File: src/rtl/gpio_port.sv
// -----------------------------------------------------------------------------
// gpio_port : parametrised GPIO port between the register file and the pad ring.
//   - per-pin output latch driven by set/clear/toggle pulses (clr > set > tgl)
//   - per-pin mode: input, push-pull, open-drain, hold
//   - SYNC_STAGES-deep input synchroniser feeding r_id
//   - rise/fall/both/level triggers, sticky W1C pending, enable mask, IRQ
//   - arm FSM that suppresses the false edge seen while the synchroniser fills
// Optional feature macro: GPIO_DEBOUNCE_EN adds a per-pin debounce filter with
// threshold r_db_div between the synchroniser and the edge detector.
// -----------------------------------------------------------------------------
module gpio_port #(
    parameter int WIDTH       = 16,
    parameter int SYNC_STAGES = 2,
    parameter int DB_CNT_W    = 8
) (
    input  logic                  module_clk,
    input  logic                  module_rst,
    input  logic [2*WIDTH-1:0]    r_mode,
    input  logic [WIDTH-1:0]      r_out_set,
    input  logic [WIDTH-1:0]      r_out_clr,
    input  logic [WIDTH-1:0]      r_out_tgl,
    input  logic [2*WIDTH-1:0]    r_inttrig,
    input  logic [WIDTH-1:0]      r_inten,
    input  logic [WIDTH-1:0]      r_intclr,
    input  logic [DB_CNT_W-1:0]   r_db_div,
    output logic [WIDTH-1:0]      r_id,
    output logic [WIDTH-1:0]      r_intpend,
    output logic [WIDTH-1:0]      gpio_out,
    output logic [WIDTH-1:0]      gpio_dir,
    input  logic [WIDTH-1:0]      gpio_in,
    output logic [WIDTH-1:0]      gpio_int,
    output logic                  gpio_irq
);

    // Pin modes
    localparam logic [1:0] MODE_IN   = 2'b00;
    localparam logic [1:0] MODE_PP   = 2'b01;
    localparam logic [1:0] MODE_OD   = 2'b10;
    localparam logic [1:0] MODE_HOLD = 2'b11;

    // Trigger kinds
    localparam logic [1:0] TRIG_RISE  = 2'b00;
    localparam logic [1:0] TRIG_FALL  = 2'b01;
    localparam logic [1:0] TRIG_BOTH  = 2'b10;
    localparam logic [1:0] TRIG_LEVEL = 2'b11;

    // Arm FSM states
    localparam logic [0:0] ST_DISARMED = 1'b0;
    localparam logic [0:0] ST_ARMED    = 1'b1;

    // Arm counter is wide enough for SYNC_STAGES plus the largest debounce delay
    localparam int ARM_W = DB_CNT_W + 8;

    logic [WIDTH-1:0]                  out_latch_r;
    logic [WIDTH-1:0]                  gpio_out_r;
    logic [WIDTH-1:0]                  gpio_dir_r;
    logic [SYNC_STAGES-1:0][WIDTH-1:0] sync_r;
    logic [WIDTH-1:0]                  sync_s;
    logic [WIDTH-1:0]                  filt_s;
    logic [WIDTH-1:0]                  prev_r;
    logic [WIDTH-1:0]                  id_r;
    logic [WIDTH-1:0]                  intpend_r;
    logic                              irq_r;
    logic [WIDTH-1:0]                  event_s;
    logic [0:0]                        arm_state_r;
    logic [ARM_W-1:0]                  arm_cnt_r;
    logic [ARM_W-1:0]                  arm_tgt_s;

    // Output latch: clear beats set beats toggle, updated in every pin mode
    always_ff @(posedge module_clk) begin
        if (module_rst) begin
            out_latch_r <= {WIDTH{1'b0}};
        end else begin
            for (int i = 0; i < WIDTH; i++) begin
                if (r_out_clr[i]) begin
                    out_latch_r[i] <= 1'b0;
                end else if (r_out_set[i]) begin
                    out_latch_r[i] <= 1'b1;
                end else if (r_out_tgl[i]) begin
                    out_latch_r[i] <= ~out_latch_r[i];
                end else begin
                    out_latch_r[i] <= out_latch_r[i];
                end
            end
        end
    end

    // Pad drive: open-drain pulls low by enabling the driver with a 0 value
    always_ff @(posedge module_clk) begin
        if (module_rst) begin
            gpio_out_r <= {WIDTH{1'b0}};
            gpio_dir_r <= {WIDTH{1'b1}};
        end else begin
            for (int i = 0; i < WIDTH; i++) begin
                case (r_mode[2*i +: 2])
                    MODE_IN: begin
                        gpio_dir_r[i] <= 1'b0;
                        gpio_out_r[i] <= out_latch_r[i];
                    end
                    MODE_PP: begin
                        gpio_dir_r[i] <= 1'b1;
                        gpio_out_r[i] <= out_latch_r[i];
                    end
                    MODE_OD: begin
                        gpio_dir_r[i] <= ~out_latch_r[i];
                        gpio_out_r[i] <= 1'b0;
                    end
                    MODE_HOLD: begin
                        gpio_dir_r[i] <= gpio_dir_r[i];
                        gpio_out_r[i] <= gpio_out_r[i];
                    end
                    default: begin
                        gpio_dir_r[i] <= gpio_dir_r[i];
                        gpio_out_r[i] <= gpio_out_r[i];
                    end
                endcase
            end
        end
    end

    // Input synchroniser chain for the asynchronous pad inputs
    always_ff @(posedge module_clk) begin
        if (module_rst) begin
            sync_r <= {(SYNC_STAGES*WIDTH){1'b0}};
        end else begin
            sync_r[0] <= gpio_in;
            for (int s = 1; s < SYNC_STAGES; s++) begin
                sync_r[s] <= sync_r[s-1];
            end
        end
    end

    assign sync_s = sync_r[SYNC_STAGES-1];

`ifdef GPIO_DEBOUNCE_EN
    logic [WIDTH-1:0][DB_CNT_W-1:0] db_cnt_r;
    logic [WIDTH-1:0]               filt_r;

    // Debounce: a new level must persist r_db_div+1 cycles before it is accepted
    always_ff @(posedge module_clk) begin
        if (module_rst) begin
            db_cnt_r <= {(WIDTH*DB_CNT_W){1'b0}};
            filt_r   <= {WIDTH{1'b0}};
        end else begin
            for (int i = 0; i < WIDTH; i++) begin
                if (sync_s[i] != filt_r[i]) begin
                    if (db_cnt_r[i] == r_db_div) begin
                        filt_r[i]   <= sync_s[i];
                        db_cnt_r[i] <= {DB_CNT_W{1'b0}};
                    end else begin
                        filt_r[i]   <= filt_r[i];
                        db_cnt_r[i] <= db_cnt_r[i] + DB_CNT_W'(1);
                    end
                end else begin
                    filt_r[i]   <= filt_r[i];
                    db_cnt_r[i] <= {DB_CNT_W{1'b0}};
                end
            end
        end
    end

    assign filt_s    = filt_r;
    assign arm_tgt_s = ARM_W'(SYNC_STAGES) + ARM_W'(r_db_div) + ARM_W'(1);
`else
    logic unused_db_div_s;

    assign unused_db_div_s = ^r_db_div;
    assign filt_s          = sync_s;
    assign arm_tgt_s       = ARM_W'(SYNC_STAGES);
`endif

    // Filtered data register and one-cycle-delayed copy for edge detection
    always_ff @(posedge module_clk) begin
        if (module_rst) begin
            id_r   <= {WIDTH{1'b0}};
            prev_r <= {WIDTH{1'b0}};
        end else begin
            id_r   <= filt_s;
            prev_r <= filt_s;
        end
    end

    // Arm FSM: wait until the input pipeline holds real pad data after reset
    always_ff @(posedge module_clk) begin
        if (module_rst) begin
            arm_state_r <= ST_DISARMED;
            arm_cnt_r   <= {ARM_W{1'b0}};
        end else begin
            case (arm_state_r)
                ST_DISARMED: begin
                    if (arm_cnt_r >= arm_tgt_s) begin
                        arm_state_r <= ST_ARMED;
                        arm_cnt_r   <= arm_cnt_r;
                    end else begin
                        arm_state_r <= ST_DISARMED;
                        arm_cnt_r   <= arm_cnt_r + ARM_W'(1);
                    end
                end
                ST_ARMED: begin
                    arm_state_r <= ST_ARMED;
                    arm_cnt_r   <= arm_cnt_r;
                end
                default: begin
                    arm_state_r <= ST_DISARMED;
                    arm_cnt_r   <= {ARM_W{1'b0}};
                end
            endcase
        end
    end

    // Per-pin trigger decode; only input-mode pins raise events once armed
    always_comb begin
        event_s = {WIDTH{1'b0}};
        for (int i = 0; i < WIDTH; i++) begin
            if ((arm_state_r == ST_ARMED) && (r_mode[2*i +: 2] == MODE_IN)) begin
                case (r_inttrig[2*i +: 2])
                    TRIG_RISE:  event_s[i] = filt_s[i] & ~prev_r[i];
                    TRIG_FALL:  event_s[i] = ~filt_s[i] & prev_r[i];
                    TRIG_BOTH:  event_s[i] = filt_s[i] ^ prev_r[i];
                    TRIG_LEVEL: event_s[i] = filt_s[i];
                    default:    event_s[i] = 1'b0;
                endcase
            end else begin
                event_s[i] = 1'b0;
            end
        end
    end

    // Sticky pending: a new event wins over a coincident clear
    always_ff @(posedge module_clk) begin
        if (module_rst) begin
            intpend_r <= {WIDTH{1'b0}};
        end else begin
            intpend_r <= (intpend_r & ~r_intclr) | event_s;
        end
    end

    // Registered interrupt request from the enabled pending bits
    always_ff @(posedge module_clk) begin
        if (module_rst) begin
            irq_r <= 1'b0;
        end else begin
            irq_r <= |(intpend_r & r_inten);
        end
    end

    assign r_id      = id_r;
    assign r_intpend = intpend_r;
    assign gpio_out  = gpio_out_r;
    assign gpio_dir  = gpio_dir_r;
    assign gpio_int  = intpend_r & r_inten;
    assign gpio_irq  = irq_r;

endmodule
File: config.mk
export PLATFORM = sky130hd
export DESIGN_NAME = gpio_port
export DESIGN_NICKNAME = d
export VERILOG_FILES = /design/src/rtl/gpio_port.sv
export SDC_FILE = /design/constraint.sdc
export NUM_CORES = 1
export LEC_CHECK = 0
export CAP_MARGIN = 30
export CORE_MARGIN = 2
export CORE_UTILIZATION = 35
export CTS_BUF_LIST = sky130_fd_sc_hd__clkbuf_4
export DETAILED_ROUTE_END_ITERATION = 16
export PLACE_DENSITY = 0.64
export REMOVE_ABC_BUFFERS = 1
export SYNTH_ARGS = -nofsm -noshare
export SYNTH_HDL_FRONTEND = slang
export SYNTH_SLANG_ARGS = --single-unit
File: constraint.sdc
create_clock -name module_clk -period 1.8 [get_ports module_clk]
set_input_delay 0.36 -clock module_clk [delete_from_list [all_inputs] [get_ports module_clk]]
set_output_delay 0.36 -clock module_clk [all_outputs]
set_load 0.03 [all_outputs]
== Word-level counts from Yosys, hierarchy flattened ==
Cells that the tools add are included.
Operators by class
  multiplexer cells: 100
  add/sub/neg operators: 1
  reduce and logical (&&, ||, !) cells: 98
  magnitude comparators: 1
  bitwise gates (word level): 101
  equal/unequal tests: 97
Operators with widths (count)
  $eq A2 B2 Y1 const B: 64
  $eq A2 B1 Y1 const B: 32
  $logic_not A2 Y1: 32
  $pmux W1 S4: 16
  $reduce_or A2 Y1: 32
  $mux W1: 49
  $not A1 Y1: 49
  $pmux W1 S3: 16
  $pmux W1 S2: 17
  $and A1 B1 Y1: 32
  $and A16 B16 Y16: 2
  $mux W16: 2
  $reduce_bool A2 Y1: 16
  $add A16 B1 Y16 const B: 1
  $ge A16 B2 Y1 const B: 1
  $logic_and A1 B1 Y1: 16
  $not A16 Y16: 1
  $or A16 B16 Y16: 1
  $reduce_or A16 Y1: 1
  $xor A1 B1 Y1: 16
  $ne A2 B2 Y1 const B: 1
  $reduce_and A2 Y1: 1
Word-level totals
  output and inout bits: 81
  word-level logic and storage cells: 453
  input bits: 170
  bits in registers: 130

== Logic depth before layout (Yosys ltp) ==
  word-level depth: 5
  depth in mapped cells: 6
  gate-level depth less buffers: 6

== Worst setup path after synthesis ==
OpenSTA, ideal clock, no wires.
  kind: reg2reg
  from: register r_id[11] (netlist name)
  to: register intpend_r[11], in the netlist r_intpend[11]
  path slack: 0.134 ns
  cell stages (with the launch flop): 7
  data arrival time: 1.538 ns
  required time: 1.672 ns
  cell sequence: dfxtp_1 > inv_1 > ha_1 > inv_1 > mux4_2 > a32oi_1 > nor2_1
RTL lines
  end signal, assigned: line 232  | intpend_r <= {WIDTH{1'b0}};
  end signal, assigned: line 234  | intpend_r <= (intpend_r & ~r_intclr) | event_s;
  end, declared: line 62  | logic [WIDTH-1:0] intpend_r;

== Final worst setup path ==
  from: register gpio_dir_r[2], in the netlist gpio_dir[2]
  to: output port gpio_dir[2]
RTL lines
  start, declared: line 56  | logic [WIDTH-1:0] gpio_dir_r;
  start signal, assigned: line 92  | gpio_dir_r <= {WIDTH{1'b1}};
  start signal, assigned by index: line 105  | gpio_dir_r[i] <= ~out_latch_r[i];
  start signal, assigned by index: line 109  | gpio_dir_r[i] <= gpio_dir_r[i];
  end, declared: line 29  | output logic [WIDTH-1:0] gpio_dir,
No word-level cell between the ends.

==> flow_summary.yaml <==
status:
  status: "finished clean"
synth:
  synth_simple_gate_area_share_pct: 16.5
  synth_top_family_by_area: "adder cells"
  synth_seq_area_share_pct: 41.1
  synth_top_area_share_pct: 41.1
  syn_area_per_cell_sq_um: 9.74
  postSynthCellCount: 650
  ys_types: 27
  synthAdderAreaFrac_pct: 19.4
  yosysWarnings: 0
  ys_top_cells_by_area: "dfxtp_1 (41%), ha_1 (19%), nor2b_1 (6.0%)"
  netlist_area_sq_um: 6330
  synth_compound_area_share_pct: 7.95
  synth-xor-area-share_pct: 2.21
  synth_top_area_cell: "dfxtp_1"
  ys_ff_latch: 130
  synthMuxAreaShare_pct: 5.87
sta:
  slew_violations: 0
  period_share_pct: 94.1
  fmax_ghz: 0.591
  period_minus_slack_ns: 1.69
  setup_viol_count_final: 0
  worstMarginPinSlew_ns: 0.593
  fin_setup_tns_ns: 0
  slew_headroom_pct: 60.5
  rsz0062_at_grt: "false"
  setup_slack_ns: 0.107
  skew_ns: 0.0139
  hold_viol_final: 0
drt:
  via_per_inst: 4.45
  postRouteAntennaNets: 0
  first_pass_iters: 4
  wirelength_um: 15800
  drtIter0Drc: 149
  wl_per_cell_um: 13.7
  drc_errors: 0
  vias: 5114
critical_path:
  crit_chain: "dlygate4sd2_1"
  critical_path.top_delay_family: "buffers and inverters"
  cp_slowest_stage_delay_ns: 0.41
  regToRegSetupSlack_ns: 0.18
  cp_slowest_cell: "dlygate4sd2_1"
  r2r-start: "r_intpend[11]"
  endpoint_kind: "primary output"
  arrival_ns: 1.33
  reg2reg_to: "gpio_irq"
  path_max_fanout: 2
  worstRegToRegCells: 4
  setup.worst_path.start_class: "register"
  required_ns: 1.44
  crit_cells: 1
  cp-endpoint: "gpio_dir[2]"
  crit_type: "register to primary output"
  worst-path-buf-inv: 1
  crit_start: "gpio_dir[2]"
global_route:
  grt_pass1_wl_um: 25600
  grt_overflow_total: 0
  grt_max_degree: 45
  grt_use_total_pct: 16.8
  grt_pass1_vias: 5132
  antenna_found_initial: 0
clocking:
  cts.sinks: 130
  htreeDepth: 4
  cts_setup_buffers: 0
  cts.reportedPaths.clkPinSlew_ns: 0.12
  cts_buffer_depth: 2
  cts_hold_buf: 0
  tritoncts: "done"
  worstSkewPairLatency_ns: 0.53
  root_buffer: "clkbuf_4"
  numCtsBuffers: 17
  cts_resized: 69
power_and_ir_drop:
  ir_worst_vdd_mv: 0.426
  powerDensity_nw_per_um2: 724
  power_leakage_nw: 4.35
flow_run:
  cap_viol_max_count: 0
place:
  pre_cts_slack_ns: -0.239
  port_buffers: 242
  post-dp-hpwl_um: 12400
  gp_congestion: 0.790
  dp.cells: 1118
  place_area_sq_um: 9050
floorplan:
  die_w_um: 138
  dieArea_sq_um: 19200
  core.rowCount: 49
  die_h_um: 138
  start_util_pct: 35.5
  core_sq_um: 17800
  ioPinCount: 251
cells_and_area:
  drive_above_1_share_pct: 10.1
  final_cells: 1150
  antennaDiodeCount: 0
  fill_cells: 1672
  fin_area_sq_um: 9320
  area_growth_pct: 47.2
  nets: 1176
hold_path:
  hold_start: "module_rst"
  hold_class: "primary input to register"
-- synthesized netlist by cell type --
cell type  count
a32oi_1       16
nor2b_1       61
buf_2          2
nor3b_1       16
o31ai_4        1
nor2_1        70
or4_1          1
nor4_2         3
mux2_2         1
or2_2          1
nand2b_1       2
xor2_1        16
inv_1         98
clkbuf_1      14
and2_1        16
nor3_1        16
buf_6          1
o22ai_2        1
mux4_2        16
a21oi_1       32
nor4_1         3
or4_4          1
o21ai_0       32
ha_1          98
a41oi_1        1
dfxtp_1      130
nand4_1        1
-- flip-flops by register name, summed over array words and instances, names as in the netlist --
| signal | flops |
|---|---|
| arm_cnt_r | 16 |
| filt_s | 16 |
| gpio_dir | 16 |
| gpio_out | 16 |
| out_latch_r | 16 |
| r_id | 16 |
| r_intpend | 16 |
| sync_r | 16 |
| arm_state_r | 1 |
| gpio_irq | 1 |
-- area by class of cell --
class | instances | area (sq um) | share of cell area, %
Clock buffer | 19 | 143 | 1.53
Clock inverter | 13 | 190 | 2.04
Inverter | 98 | 368 | 3.95
Multi-Input combinational cell | 405 | 3290 | 35.3
Sequential cell | 130 | 2610 | 28.0
Tap cell | 229 | 287 | 3.08
Timing Repair Buffer | 256 | 2430 | 26.1
-- metrics by stage --
| stage | util (%) | total power [W] | hold slack, ns |
|---|---|---|---|
| floorplan | - | 0.00381 | 0.414 |
| global placement | 50.7 | 0.00455 | 0.416 |
| detailed placement | 50.7 | 0.00456 | 0.420 |
| CTS | 52.2 | 0.00688 | 0.257 |
| global route | 52.2 | 0.00713 | 0.260 |
| finish | 52.2 | 0.00675 | 0.292 |
-- cell usage in the layout (no fill, tap or decap), types with 2 or more instances in the layout --
master / n
nor3_1: 16
nor4_2: 3
clkbuf_2: 3
a21oi_1: 32
clkinvlp_4: 2
bufinv_16: 5
and2_4: 3
clkdlybuf4s15_1: 4
nor2b_1: 61
buf_6: 2
buf_12: 2
clkdlybuf4s50_1: 160
mux4_2: 16
clkinv_2: 2
a32oi_1: 16
dfxtp_2: 4
nor4_1: 3
and2_1: 13
dfxtp_1: 126
nor2_1: 70
ha_1: 98
nand2b_1: 2
o21ai_0: 32
buf_4: 27
inv_1: 98
clkinv_1: 4
clkbuf_4: 19
xor2_1: 16
dlygate4sd2_1: 58
nor3b_1: 16
-- worst min-delay path by stage --
stage,end,slack (ns),cells after the start
5_1_grt,r_intpend[14],0.26,2
3_5_place_dp,filt_s[13],0.42,1
2_1_floorplan,filt_s[0],0.41,1
4_1_cts,r_id[7],0.26,2
3_3_place_gp,filt_s[13],0.42,1
6_report,r_id[7],0.29,2
-- cell families after synthesis --
family	after synthesis
buffers and inverters	115
adder cells (fa/ha/maj)	98
AND/OR/NAND/NOR	191
flip-flops	130
XOR/XNOR	16
multiplexers	17
AO/OA/AOI/OAI	83
-- per-layer routing --
metal,routed length (um),track usage [%],up-vias
met5,0,0,-
met4,178,4.40,0
met3,1270,6.27,12
met2,7160,27.7,170
met1,7190,20.7,2293
li1,-,-,2639
-- where the power goes --
part           switching (W)  total [W]  internal (W)
clock network        0.00106    0.00231       0.00125
registers          0.0000923    0.00312       0.00302
logic               0.000630    0.00132      0.000691
total                0.00178    0.00675       0.00496
No activity file was read; power rests on OpenSTA's default activity.
==> variant 1: new RTL, same flow settings <==
Build with the macro `GPIO_DEBOUNCE_EN` defined.
--- a/src/rtl/gpio_port.sv
+++ b/src/rtl/gpio_port.sv
@@ -8,6 +8,8 @@
 // Optional feature macro: GPIO_DEBOUNCE_EN adds a per-pin debounce filter with
 // threshold r_db_div between the synchroniser and the edge detector.
 // -----------------------------------------------------------------------------
+`define GPIO_DEBOUNCE_EN
+
 module gpio_port #(
     parameter int WIDTH       = 16,
     parameter int SYNC_STAGES = 2,
Formal check against the unedited RTL: not equivalent (a bounded check fails within 4 cycles, from zero or initial values and one cycle with module_rst high).
==> variant 1 against the original RTL <==
  * The run now ends with setup timing left
  * Non-clock buffer count up 64
  * Critical path type is now reg -> reg
  * Cell area grew 95%
  * First-iteration DRC count rose to 2.7 times the old value
  * Combinational power is 9% higher
  * Sequential cell count up 144
  * Routed wire length increased by 120%
  * Critical endpoint is now arm_cnt_r[5]
  * Power up 100%
  * Largest power group unchanged
  * Setup slack lost 0.14 ns
  * Synthesized area is 120% higher
  * Count of clock-buffer cells in the layout is 92 higher
==> variant 1: results <==
metrics = {
    "placed_design": {
        "dp_slack_ns": -0.895,
        "dp.cells": 2297,
        "place_hpwl_mm": 24.4,
        "placed_area_mm2": 0.0172,
        "gp_congestion": 0.794,
        "io_buffers": 250,
    },
    "timing": {
        "fin_setup_tns_ns": -0.0341,
        "layout_setup_ws_ns": -0.0298,
        "setup_viol": 2,
        "relSlewSlack_pct": 63.9,
    },
    "worst_setup_path": {
        "reg2reg_depth": 6,
        "cp_max_fo": 4,
        "max_stage_delay_ns": 0.47,
        "cp_top_family": "compound AO/OA/AOI/OAI gates",
        "critPathArrivalTime_ns": 2.44,
        "r2r_end": "arm_cnt_r[5]",
    },
    "finish": {
        "nFillCells": 3820,
        "drive_gt1_share_pct": 18.9,
    },
    "route": {
        "met2_length_mm": 16.0,
        "initialDrtViolationCount": 405,
        "drt-met1-wl_mm": 15.8,
    },
    "cts": {
        "cts_buffers": 77,
        "clkTransAtPathRegs_ns": 0.06,
        "insertion_delay_ns": 0.71,
        "h-tree-depth": 3,
        "ctsHoldBuffers": 1,
        "postCtsSetupRepairBufs": 8,
    },
    "global_route": {
        "antenna_found_initial": 2,
        "grt_max_degree": 60,
        "grt_pass1_wl_mm": 55.2,
        "use_met1_pct": 20.4,
    },
    "power": {
        "intPower_w": 0.0102,
        "comb_power_w": 0.00144,
        "powerDensity_mw_per_mm2": 748,
        "peakVddDrop_mv": 0.334,
    },
    "synth": {
        "postSynthAreaPerCell_um2": 9.22,
        "ys_types": 45,
        "yosysSeqAreaShare_pct": 39.4,
    },
    "run_status": {
        "violations": "setup timing",
        "status": "complete, but fails checks",
    },
}
variant 1: worst min path at each step:
stage                       from              to  slack, ns
floorplan              sync_r[0]       sync_s[0]       0.41
global placement       sync_r[7]       sync_s[7]       0.42
detailed placement     sync_r[6]       sync_s[6]       0.42
CTS                 r_out_clr[7]  out_latch_r[7]       0.07
global route        r_out_clr[8]  out_latch_r[8]        0.1
finish              r_out_clr[7]  out_latch_r[7]       0.17
variant 1: area by class of cell:
cell class                      instances  share of cell area (%)
Inverter                              122                    2.52
Antenna cell                            1                  0.0138
Tap cell                              525                    3.62
Clock buffer                          111                    4.59
Multi-Input combinational cell       1061                    42.9
Timing Repair Buffer                  320                    15.2
Sequential cell                       274                    30.4
Clock inverter                         18                   0.820
variant 1: kinds of logic (layout without fill, tap and decap cells):
group,count (synthesis),count (layout),share of synthesized area (%)
compound gates,135,135,6.00
xor+xnor,265,265,16.7
fa+ha+maj,123,123,11.1
buf+inv,175,571,5.68
flops,274,274,39.4
mux,17,17,2.66
other cells,0,1,0
simple gates,521,521,18.6
==> variant 2: new RTL, config.mk and constraints unchanged <==
Made on the original files. Put a register stage on the output `gpio_int`, cleared by the reset. The value now appears one clock later. The other outputs are not delayed to match.
--- a/src/rtl/gpio_port.sv
+++ b/src/rtl/gpio_port.sv
@@ -248,7 +248,13 @@
     assign r_intpend = intpend_r;
     assign gpio_out  = gpio_out_r;
     assign gpio_dir  = gpio_dir_r;
-    assign gpio_int  = intpend_r & r_inten;
+    always_ff @(posedge module_clk) begin
+        if (module_rst) begin
+            gpio_int <= '0;
+        end else begin
+            gpio_int <= intpend_r & r_inten;
+        end
+    end
     assign gpio_irq  = irq_r;
 
 endmodule
Behaviour: not the same (Yosys sat finds a counterexample within 10 cycles, from zero or initial values and one cycle with module_rst high).
==> variant 2 against the original RTL <==
  * Sequential cell count up 16
  * Sequential share of layout area up 2.7 points
  * Clock skew up 0.011 ns
  * Critical endpoint is now r_intpend[15]
  * Global-route usage down 1.1 points
  * Synthesized area up 5.1%
  * Count of clock-buffer cells in the layout unchanged
  * Routed wire length down 0.87%
  * Cell area up 2.3%
  * Setup slack worse by 0.010 ns
  * Power down 0.45%
  * Final cell count up 2.3%
==> variant 2: results <==
metrics = {
    "placed_design": {
        "gp_congestion": 0.741,
        "place_hpwl_mm": 12.2,
        "dp_slack_ns": 0.0586,
        "dp.cells": 1144,
    },
    "global_route": {
        "grt_usage_pct": 15.7,
        "use_met3_pct": 5.70,
        "grt_max_degree": 40,
        "use_met1_pct": 19.1,
        "grt_pass1_wl_mm": 24.7,
        "grt_pass1_vias": 5072,
        "met2_usage_pct": 26.3,
    },
    "synth": {
        "synth_area_leaders": "dfxtp_1, ha_1, nor2b_1",
        "ys_types": 28,
        "yosysSeqAreaShare_pct": 43.9,
        "synth_top_cells_by_count": "dfxtp_1, ha_1, inv_1",
        "yosys_most_used_dff": "dfxtp_1",
        "synthArstFlopShare_pct": 0,
        "synthCells": 680,
    },
    "worst_setup_path": {
        "startpoint": "r_intpend[15]",
        "cp_max_fo": 4,
        "timing.rr.start": "r_id[6]",
        "slowest_stage": "dlygate4sd2_1",
    },
    "route": {
        "viasPerCell": 4.41,
        "drt-met1-wl_mm": 7.08,
        "initialDrtViolationCount": 174,
        "met2_length_mm": 7.24,
        "routed_wirelength_mm": 15.7,
        "met3WireLength_mm": 1.19,
        "wl_per_cell_um": 13.3,
    },
    "power": {
        "powerSeq_w": 0.00348,
        "peakVddDrop_mv": 0.473,
        "combinationalPowerShare_pct": 19.2,
        "p_leak_nw": 4.44,
    },
    "timing": {
        "worst-slew-pin-transition_ns": 0.470,
        "clock_skew_ns": 0.0246,
    },
    "finish": {
        "num-nonclk-buffers": 248,
        "finalNetCount": 1197,
        "multi_input_gates": 418,
        "multi_input_area_share_pct": 34.4,
        "drive_gt1_share_pct": 6.69,
        "antenna_cells": 1,
        "nFillCells": 1797,
        "seq-cell-share_pct": 30.7,
        "nClkBuffers": 19,
        "clk_share_pct": 2.68,
        "bufAreaShareNonClock_pct": 25.3,
    },
    "run_status": {
        "status": "complete, no violations",
    },
    "cts": {
        "clock-sinks": 146,
        "insertion_delay_ns": 0.54,
    },
    "hold_path": {
        "hold_path_class": "in -> reg",
    },
}
-- variant 2: final timing paths --
path / endpoint / slack, ns / depth (start not counted)
worst min-delay path: r_id[15] / 0.24 / 2
worst max register to register: r_intpend[6] / 0.22 / 6
worst min register to register: filt_s[5] / 0.43 / 1
worst max-delay path: r_intpend[15] / 0.1 / 1
-- variant 2: metrics by stage --
step / util [%] / cell area [um^2]
3_5_place_dp: 50.1 / 9380
3_3_place_gp: 50.1 / 9380
6_report: 51.0 / 9530
2_1_floorplan: - / 6570
4_1_cts: 51.0 / 9530
5_1_grt: 51.0 / 9530
-- variant 2: logic make-up (layout without fill, tap and decap cells) --
family	count (synthesis)	after routing	share of synthesized area, %
compound gates	85	85	7.45
xor+xnor	16	16	2.11
fa+ha+maj	98	98	18.4
buf+inv	116	378	6.75
flops	146	146	43.9
mux	17	17	5.59
other cells	0	1	0
simple gates	202	202	15.7
-- variant 2: what timing repair did --
item,in CTS,in global routing
gates cloned,0,0
setup endpoints to repair,81,16
gates resized for setup,82,19
